## config.mk

```make
export PLATFORM = sky130hd
export DESIGN_NAME = decode_stage
export DESIGN_NICKNAME = d
export VERILOG_FILES = /design/src/rtl/decode_pkg.sv /design/src/rtl/imm_gen.sv /design/src/rtl/decode_stage.sv
export SDC_FILE = /design/constraint.sdc
export NUM_CORES = 1
export LEC_CHECK = 0
export BUFFER_PORTS_ARGS = -buffer_cell sky130_fd_sc_hd__buf_2
export CAP_MARGIN = 15
export CORE_AREA = 2 2 106 108
export CTS_CLUSTER_DIAMETER = 150
export DETAILED_ROUTE_END_ITERATION = 8
export DIE_AREA = 0 0 108 110
export PLACE_DENSITY = 0.82
export SLEW_MARGIN = 20
export SYNTH_ARGS = -nofsm -noshare
export SYNTH_HDL_FRONTEND = slang
export SYNTH_HIERARCHICAL = 1
export SYNTH_SLANG_ARGS = --single-unit
```

## constraint.sdc

```tcl
create_clock -name clk -period 3.9 [get_ports clk]
set_clock_uncertainty 0.1 [all_clocks]
set_input_delay 0.39 -clock clk [delete_from_list [all_inputs] [get_ports clk]]
set_output_delay 0.39 -clock clk [all_outputs]
set_load 0.01 [all_outputs]
```

## src/rtl/decode_pkg.sv

```systemverilog
// decode_pkg: RV32I opcodes, ALU op encodings, instruction classes and the ID/EX control payload
package decode_pkg;
  localparam logic [6:0] OPC_LUI = 7'b0110111;
  localparam logic [6:0] OPC_AUIPC = 7'b0010111;
  localparam logic [6:0] OPC_JAL = 7'b1101111;
  localparam logic [6:0] OPC_JALR = 7'b1100111;
  localparam logic [6:0] OPC_BRANCH = 7'b1100011;
  localparam logic [6:0] OPC_LOAD = 7'b0000011;
  localparam logic [6:0] OPC_STORE = 7'b0100011;
  localparam logic [6:0] OPC_OPIMM = 7'b0010011;
  localparam logic [6:0] OPC_OP = 7'b0110011;
  localparam logic [3:0] ALU_ADD = 4'b0000;
  typedef enum logic [3:0] {
    CL_LUI, CL_AUIPC, CL_JAL, CL_JALR, CL_BRANCH, CL_LOAD, CL_STORE, CL_OPIMM, CL_OP, CL_ILLEGAL
  } iclass_t;
  typedef enum logic {RUN, HALT} state_t;
  typedef struct packed {
    logic [4:0] rdn;
    logic [4:0] rs1n;
    logic [4:0] rs2n;
    logic [2:0] funct3;
    logic [3:0] alu_op;
    logic src_imm;
    logic is_load;
    logic is_store;
    logic is_branch;
    logic is_jal;
    logic is_jalr;
    logic is_lui;
    logic is_auipc;
    logic wbe;
    logic illegal;
  } idex_ctl_t;
  function automatic iclass_t classify(input logic [6:0] opc);
    case (opc)
      OPC_LUI: return CL_LUI;
      OPC_AUIPC: return CL_AUIPC;
      OPC_JAL: return CL_JAL;
      OPC_JALR: return CL_JALR;
      OPC_BRANCH: return CL_BRANCH;
      OPC_LOAD: return CL_LOAD;
      OPC_STORE: return CL_STORE;
      OPC_OPIMM: return CL_OPIMM;
      OPC_OP: return CL_OP;
      default: return CL_ILLEGAL;
    endcase
  endfunction
endpackage

```

## src/rtl/imm_gen.sv

```systemverilog
// imm_gen: sign-extended I/S/B/U/J immediate of an RV32I instruction (0 for OP and illegal)
//   instr : instruction word
//   imm   : immediate, sign-extended to WordSize
module imm_gen import decode_pkg::*; #(
  parameter int WordSize = 32
) (
  input  logic [31:0]         instr,
  output logic [WordSize-1:0] imm
);
  logic [6:0] opc;
  logic [31:0] imm32;
  assign opc = instr[6:0];
  always_comb
    imm32 = (opc == OPC_JALR || opc == OPC_LOAD || opc == OPC_OPIMM) ? {{20{instr[31]}}, instr[31:20]} :
            (opc == OPC_STORE) ? {{20{instr[31]}}, instr[31:25], instr[11:7]} :
            (opc == OPC_BRANCH) ? {{19{instr[31]}}, instr[31], instr[7], instr[30:25], instr[11:8], 1'b0} :
            (opc == OPC_LUI || opc == OPC_AUIPC) ? {instr[31:12], 12'b0} :
            (opc == OPC_JAL) ? {{11{instr[31]}}, instr[31], instr[19:12], instr[20], instr[30:21], 1'b0} :
            32'd0;
  assign imm = WordSize'($signed(imm32));
endmodule

```

## src/rtl/decode_stage.sv

```systemverilog
// decode_stage: RV32I decode with ID/EX register, load-use bubbles, backpressure and halt-on-illegal
//   in_valid/in_ready/in_instr/in_pc : fetch handshake
//   flush                           : redirect from EX, kills ID/EX and leaves HALT
//   ex_ready                        : EX consumes the ID/EX entry
//   rs1n/rs2n                       : GPR read addresses, aligned with the registered outputs
//   out_*                           : ID/EX payload
module decode_stage import decode_pkg::*; #(
  parameter int WordSize = 32
) (
  input  logic                clk,
  input  logic                rstn,
  input  logic                in_valid,
  output logic                in_ready,
  input  logic [31:0]         in_instr,
  input  logic [WordSize-1:0] in_pc,
  input  logic                flush,
  input  logic                ex_ready,
  output logic [4:0]          rs1n,
  output logic [4:0]          rs2n,
  output logic                out_valid,
  output logic [WordSize-1:0] out_pc,
  output logic [WordSize-1:0] out_imm,
  output logic [4:0]          out_rdn,
  output logic [4:0]          out_rs1n,
  output logic [4:0]          out_rs2n,
  output logic [2:0]          out_funct3,
  output logic [3:0]          out_alu_op,
  output logic                out_src_imm,
  output logic                out_is_load,
  output logic                out_is_store,
  output logic                out_is_branch,
  output logic                out_is_jal,
  output logic                out_is_jalr,
  output logic                out_is_lui,
  output logic                out_is_auipc,
  output logic                out_wbe,
  output logic                out_illegal
);
  state_t state;
  iclass_t cls;
  idex_ctl_t ctl, dec;
  logic [WordSize-1:0] imm;
  logic rs1_used, rs2_used, alt, advance, hazard, accept;
  imm_gen #(.WordSize(WordSize)) u_imm (.instr(in_instr), .imm(imm));
  assign cls = classify(in_instr[6:0]);
  assign rs1_used = !(cls inside {CL_LUI, CL_AUIPC, CL_JAL});
  assign rs2_used = cls inside {CL_BRANCH, CL_STORE, CL_OP};
  assign alt = in_instr[30] && (cls == CL_OP || (cls == CL_OPIMM && in_instr[14:12] == 3'b101));
  always_comb begin
    dec = '0;
    dec.rdn = in_instr[11:7];
    dec.rs1n = in_instr[19:15];
    dec.rs2n = in_instr[24:20];
    dec.funct3 = in_instr[14:12];
    dec.alu_op = (cls == CL_OP || cls == CL_OPIMM) ? {alt, in_instr[14:12]} : ALU_ADD;
    dec.src_imm = !(cls inside {CL_OP, CL_BRANCH, CL_ILLEGAL});
    dec.is_load = cls == CL_LOAD;
    dec.is_store = cls == CL_STORE;
    dec.is_branch = cls == CL_BRANCH;
    dec.is_jal = cls == CL_JAL;
    dec.is_jalr = cls == CL_JALR;
    dec.is_lui = cls == CL_LUI;
    dec.is_auipc = cls == CL_AUIPC;
    dec.wbe = in_instr[11:7] != 5'd0 && !(cls inside {CL_BRANCH, CL_STORE, CL_ILLEGAL});
    dec.illegal = cls == CL_ILLEGAL;
  end
  assign advance = !out_valid || ex_ready;
  // a load in ID/EX cannot forward to the instruction right behind it
  assign hazard = in_valid && out_valid && ctl.is_load && ctl.rdn != 5'd0 &&
                  ((rs1_used && in_instr[19:15] == ctl.rdn) || (rs2_used && in_instr[24:20] == ctl.rdn));
  assign in_ready = state == RUN && advance && !hazard && !flush;
  assign accept = in_valid && in_ready;
  // while stalled, keep addressing the held entry so GPR data stays aligned with ID/EX
  assign rs1n = advance ? in_instr[19:15] : ctl.rs1n;
  assign rs2n = advance ? in_instr[24:20] : ctl.rs2n;
  always_ff @(posedge clk or negedge rstn)
    if (!rstn) begin
      state <= RUN;
      out_valid <= 1'b0;
      ctl <= '0;
      out_pc <= '0;
      out_imm <= '0;
    end else if (flush) begin
      out_valid <= 1'b0;
      state <= RUN;
    end else if (advance) begin
      out_valid <= accept;
      if (accept) begin
        ctl <= dec;
        out_pc <= in_pc;
        out_imm <= imm;
        state <= dec.illegal ? HALT : state;
      end
    end
  assign out_rdn = ctl.rdn;
  assign out_rs1n = ctl.rs1n;
  assign out_rs2n = ctl.rs2n;
  assign out_funct3 = ctl.funct3;
  assign out_alu_op = ctl.alu_op;
  assign out_src_imm = ctl.src_imm;
  assign out_is_load = ctl.is_load;
  assign out_is_store = ctl.is_store;
  assign out_is_branch = ctl.is_branch;
  assign out_is_jal = ctl.is_jal;
  assign out_is_jalr = ctl.is_jalr;
  assign out_is_lui = ctl.is_lui;
  assign out_is_auipc = ctl.is_auipc;
  assign out_wbe = ctl.wbe;
  assign out_illegal = ctl.illegal;
endmodule
```

==> results of run 1 <==
cell families after synthesis:
logic type | Yosys count | share of synthesized area
simple gates | 65 | 0.08813
compound gates | 48 | 0.07725
xor+xnor | 11 | 0.02044
mux | 103 | 0.2570
flops | 98 | 0.5203
buf+inv | 24 | 0.03690
report_power, final:
part           switching [mW]  internal [mW]
Clock                   0.355          0.316
Sequential              0.106           1.17
Combinational           0.306          0.339
Total                   0.767           1.82
per-layer routing:
metal  wire (um)  vias to the layer above
li1            -                     1608
met1        5018                     1756
met2        5852                      125
met3         776                       11
met4         112                        0
met5           0                        -
stage by stage:
step	total power, mW	std cells
global route	2.739	665
finish	2.591	665
CTS	2.629	665
global placement	1.918	650
floorplan	1.648	349
detailed placement	1.947	650
worst max-delay path by stage:
stage	slack [ns]	cells past startpoint	endpoint
6_report	1.05	6	out_imm[2]$_DFFE_PN0P_
3_5_place_dp	1.05	7	out_imm[2]$_DFFE_PN0P_
3_3_place_gp	1.09	7	out_rdn[4]$_DFFE_PN0P_
5_1_grt	0.88	6	out_imm[2]$_DFFE_PN0P_
2_1_floorplan	1.51	8	out_alu_op[2]$_DFFE_PN0P_
4_1_cts	1.05	6	out_imm[2]$_DFFE_PN0P_
sequential cells by signal, indices dropped and copies added (netlist names):
name	flops
out_imm	32
out_pc	32
out_rdn	5
out_rs1n	5
out_rs2n	5
out_alu_op	4
out_funct3	3
out_illegal	1
out_is_auipc	1
out_is_branch	1
out_is_jal	1
out_is_jalr	1
out_is_load	1
out_is_lui	1
out_is_store	1
out_src_imm	1
out_valid	1
out_wbe	1
state	1
cell type report:
class / count / area (sq um)
Fill cell: 931 / 4820
Sequential cell: 98 / 2452
Multi-Input combinational cell: 227 / 2095
Timing Repair Buffer: 180 / 938.4
Tap cell: 140 / 175.2
Clock buffer: 10 / 137.6
Clock inverter: 5 / 61.31
Inverter: 5 / 18.77
layout by cell type, fill, tap and decap left out, drive strengths merged, types with 2 or more instances in the layout:
cell type  count
o21ai          7
a21boi         2
nand3          5
nand4          2
mux2         102
a21o          20
nand4b         2
nor2           8
nor3b          3
clkinv         2
buf          180
nand2          6
and3b          2
dfrtp         98
nor3           5
nand3b         2
xnor2          8
xor2           3
clkbuf        10
and3           5
or4            3
nor2b         10
a31oi          2
inv            7
nand2b         4
a22o           5
nor4           2
and2           2
critical path: stages, from the launching register on:
cell and delay, ns:
dfrtp_1 0.48, or4_1 0.53, o211ai_1 0.26, or4_1 0.18
o211a_4 0.48, buf_12 0.29, mux2_2 0.37
==> out/metrics.yaml, run 1 <==
cts_sinks: 98
slew_violations: 0
endpoint_kind: "register"
drc: 0
grt_util_met2: 0.3320
synthCells: 349
critPathMaxFanout: 33
gp_congestion: 0.8391
design_area_sq_um: 5878
grt_usage: 0.1975
ys.flop_type: "dfrtp_1"
hold_slack_ns: 0.05790
worst_slew_pin_slew_ns: 0.9336
hpwl_um: 8573
top_usage_layer: "met2"
port_buffers: 176
hold_viol: 0
path_class: "register to register"
die_y_um: 110
startpoint: "out_rdn[2]$_DFFE_PN0P_"
ir_drop_mv: 0.2235
finalSetupTns_ns: 0
cap_violations: 0
antennaDiodeCount: 0
num_io_pins: 177
power_density_nw_per_um2: 440.8
r2r_slack_ns: 1.05
postCtsHoldBufs: 0
r2r_cells: 6
post_cts_buffers: 0
rsz0062_at_grt: "no"
root_buffer: "clkbuf_8"
synth_top_area_cell: "dfrtp_1"
synth_edf_count: 0
antenna_found_initial: 0
htreeDepth: 3
clk_pin_slew_ns: 0.09
yosysMostFrequentCell: "dfrtp_1"
cts_buffers: 9
synth.top_cells.by_area: "dfrtp_1 (52%), mux2_2 (21%), mux2_4 (4.5%)"
wl_per_cell_um: 17.69
first_iter_violations: 251
synth_top_area_share: 0.5203
grt.overflow.total: 0
routed_via_density: 5.263
grt_pass1_wl_um: 18110
firstDrtPassIters: 4
rows: 38
synth-seq-cells: 98
grtUsageMet3: 0.03939
hp-class: "primary input to asynchronous set/reset pin"
outcome: "complete, no violations"
cts_buffer_depth: 2
start_util: 0.4406
p_leak_nw: 3.081
grt_use_met1: 0.2560
synth_nets: 418
fp.coreArea_sq_um: 10700
drive_gt1_frac: 0.5867
layout.nets: 590
reg2reg_to: "out_imm[2]$_DFFE_PN0P_"
yosysWarnings: 6
place_ws_ns: 1.052
yosysUniqueCellTypes: 54
fin_crit_ns: 2.846
grt_pass1_vias: 3536
cp.required_ns: 4.04
ys_seq_area_frac: 0.5203
crit_arrival_ns: 2.98
die_w_um: 108
clock_latency_ns: 0.36
yosys-top-cells-count: "dfrtp_1 (98), mux2_2 (88), a21o_1 (17), mux2_4 (14), nor2b_1 (9)"
period_share: 0.7297
ctsResizeCount: 0
r2r_start: "out_rdn[2]$_DFFE_PN0P_"
timing.slew.headroom: 0.3776
start_kind: "register"
final_util: 0.5495
max_freq_ghz: 0.3514
die_area_sq_um: 11880
routed_wl_um: 11760
async_flop_share: 1.000
grt_start_max_net_pins: 75
cts_tree: "built"
worst_slack_ns: 1.054
finalSetupViolations: 0
vias: 3500
syn-cell-area_sq_um: 4713
ant_nets: 0
syn_area_per_cell_sq_um: 13.51
placed_area_sq_um: 5679
syn2layout_area_growth_pct: 24.71
Note: power is estimated with default switching activity, not from simulation.
==> inputs of run 2 (changes only) <==
==> constraint.sdc (replaced) <==
create_clock -name clk -period 3 [get_ports clk]
set_clock_uncertainty 0.1 [all_clocks]
set_input_delay 0.3 -clock clk [delete_from_list [all_inputs] [get_ports clk]]
set_output_delay 0.3 -clock clk [all_outputs]
set_load 0.01 [all_outputs]
==> run 2 against run 1 <==
Net effect: combinational power rose by 37%; final cell count rose by 0.90%; via count rose by 1.5%; largest power group unchanged; final area rose by 0.92%; maximum frequency rose by 4.6%; worst setup slack got worse by 0.78 ns.
==> out/metrics.yaml, run 2 (synthesis results as in run 1) <==
cts_sinks: 98
path_class: "register to register"
clock_latency_ns: 0.37
crit_top_cell: "or4_1"
cts_buffers: 9
fp.coreArea_sq_um: 10700
p_sw_frac: 0.2966
hpwl_um: 8722
cap_violations: 0
fin_crit_ns: 2.721
pwr-share-seq: 0.488
num_io_pins: 177
ant_nets: 0
start_kind: "register"
ir_drop_mv: 0.2834
power_density_nw_per_um2: 565.9
cp.required_ns: 3.15
slew_violations: 0
final_util: 0.5545
cp_slowest_stage_delay_ns: 0.49
routed_via_density: 5.297
antenna_found_initial: 0
clk_pin_slew_ns: 0.10
reg_top3: "out_imm (32), out_pc (32)"
cts_tree: "built"
die_w_um: 108
cts_buffer_depth: 2
cp_slowest_cell: "or4_1"
drive_gt1_frac: 0.5895
timing.slew.headroom: 0.4908
finalSetupTns_ns: 0
first_iter_violations: 243
drc: 0
grt_usage: 0.2002
crit_arrival_ns: 2.87
wl_per_cell_um: 17.51
outcome: "complete, no violations"
grt.overflow.total: 0
grt_start_max_net_pins: 60
hold_viol: 0
fillers: 912
max_freq_ghz: 0.3675
r2r_slack_ns: 0.28
start_util: 0.4406
port_buffers: 176
gp_congestion: 0.8371
grt_pass1_wl_um: 18200
root_buffer: "clkbuf_8"
firstDrtPassIters: 4
p_sw_mw: 0.9956
die_y_um: 110
combPwrFrac: 0.263
worst_slew_pin_slew_ns: 0.7637
intPower_mw: 2.361
layout.nets: 596
finalSetupViolations: 0
vias: 3554
worst-path-buf-inv: 1
syn2layout_area_growth_pct: 25.86
rsz0062_at_grt: "no"
final_common_cell: "buf_2"
hp-class: "primary input to register"
grt_pass1_vias: 3604
final_cell_mix: "buf_2 (175), dfrtp_1 (98), mux2_2 (88), a21o_1 (17), mux2_4 (14)"
path_cells: "or4_1, o211ai_1, or4_1, o211a_4, buf_12, mux2_2"
rows: 38
p_leak_nw: 3.095
die_area_sq_um: 11880
ctsResizeCount: 0
cp_top_family: "compound AO/OA/AOI/OAI gates"
htreeDepth: 3
antennaDiodeCount: 0
period_share: 0.9071
pwr-share-clk: 0.249
endpoint_kind: "register"
critPathMaxFanout: 35
routed_wl_um: 11750
==> run 2: cell count changes in the layout (fill, tap and decap cells not counted), sizes merged <==
cell and change:
buf +5, clkinvlp +4, inv -2, clkbuf -1, clkinv -1, dlygate4sd3 +1
==> run 2: timing repair <==
item | 4_1_cts | 5_1_grt
setup buffers | 0 | 0
hold buffers | 1 | 0
endpoints found under the hold margin | 58 | 0
==> run 2: worst paths after layout <==
check	startpoint	end	depth (start not counted)
max	out_rdn[3]$_DFFE_PN0P_	out_imm[28]$_DFFE_PN0P_	6
min	in_pc[9]	out_pc[9]$_DFFE_PN0P_	2
max reg2reg	out_rdn[3]$_DFFE_PN0P_	out_imm[28]$_DFFE_PN0P_	6
min reg2reg	out_pc[5]$_DFFE_PN0P_	out_pc[5]$_DFFE_PN0P_	1
max in group asynchronous	rstn	out_pc[22]$_DFFE_PN0P_	3
min in group asynchronous	rstn	out_pc[30]$_DFFE_PN0P_	2
==> run 2: per-stage QoR <==
step	hold WS (ns)	cell area, sq um	std cells	power (mW)	setup WS, ns
floorplan	-0.09559	4713	349	2.143	0.6141
global placement	0.3178	5729	655	2.516	0.3192
detailed placement	0.3250	5729	655	2.555	0.2285
CTS	0.03472	5932	671	3.403	0.2865
global route	0.03942	5932	671	3.542	0.1565
finish	0.05455	5932	671	3.357	0.2788
==> run 2: power by group through the flow <==
stage | clock network [mW] | registers [mW] | logic, mW
after floorplan | 0 | 1.76 | 0.384
after global placement | 0 | 1.65 | 0.866
after detailed placement | 0 | 1.67 | 0.889
after CTS | 0.869 | 1.64 | 0.893
after global routing | 0.922 | 1.66 | 0.955
final | 0.837 | 1.64 | 0.882
==> run 2: per-layer routing <==
| layer | track usage | up-vias | part of all wire | wire [um] |
|---|---|---|---|---|
| met1 | 0.2491 | 1771 | 0.40 | 4709 |
| met5 | 0 | - | 0 | 0 |
| li1 | - | 1634 | - | - |
| met4 | 0.07784 | 0 | 0.014 | 170 |
| met3 | 0.04586 | 15 | 0.074 | 866 |
| met2 | 0.3401 | 134 | 0.51 | 6000 |
==> run 2: cell type report <==
type                    count  area, sq um  share of cell area
flip-flops and latches     98         2452              0.4134
inverters                   5        18.77            0.003164
well taps                 140        175.2             0.02953
repair buffers            186        998.5              0.1683
clock inverters             6        68.82             0.01160
clock buffers               9        123.9             0.02088
multi-input cells         227         2095              0.3531
==> run 2: worst reg2reg max path, delay by kind of cell (launching register included) <==
| family | cells | cell delay [ns] |
|---|---|---|
| compound gates | 2 | 0.71 |
| flops | 1 | 0.45 |
| mux | 1 | 0.40 |
| buf+inv | 1 | 0.28 |
| simple gates | 2 | 0.68 |
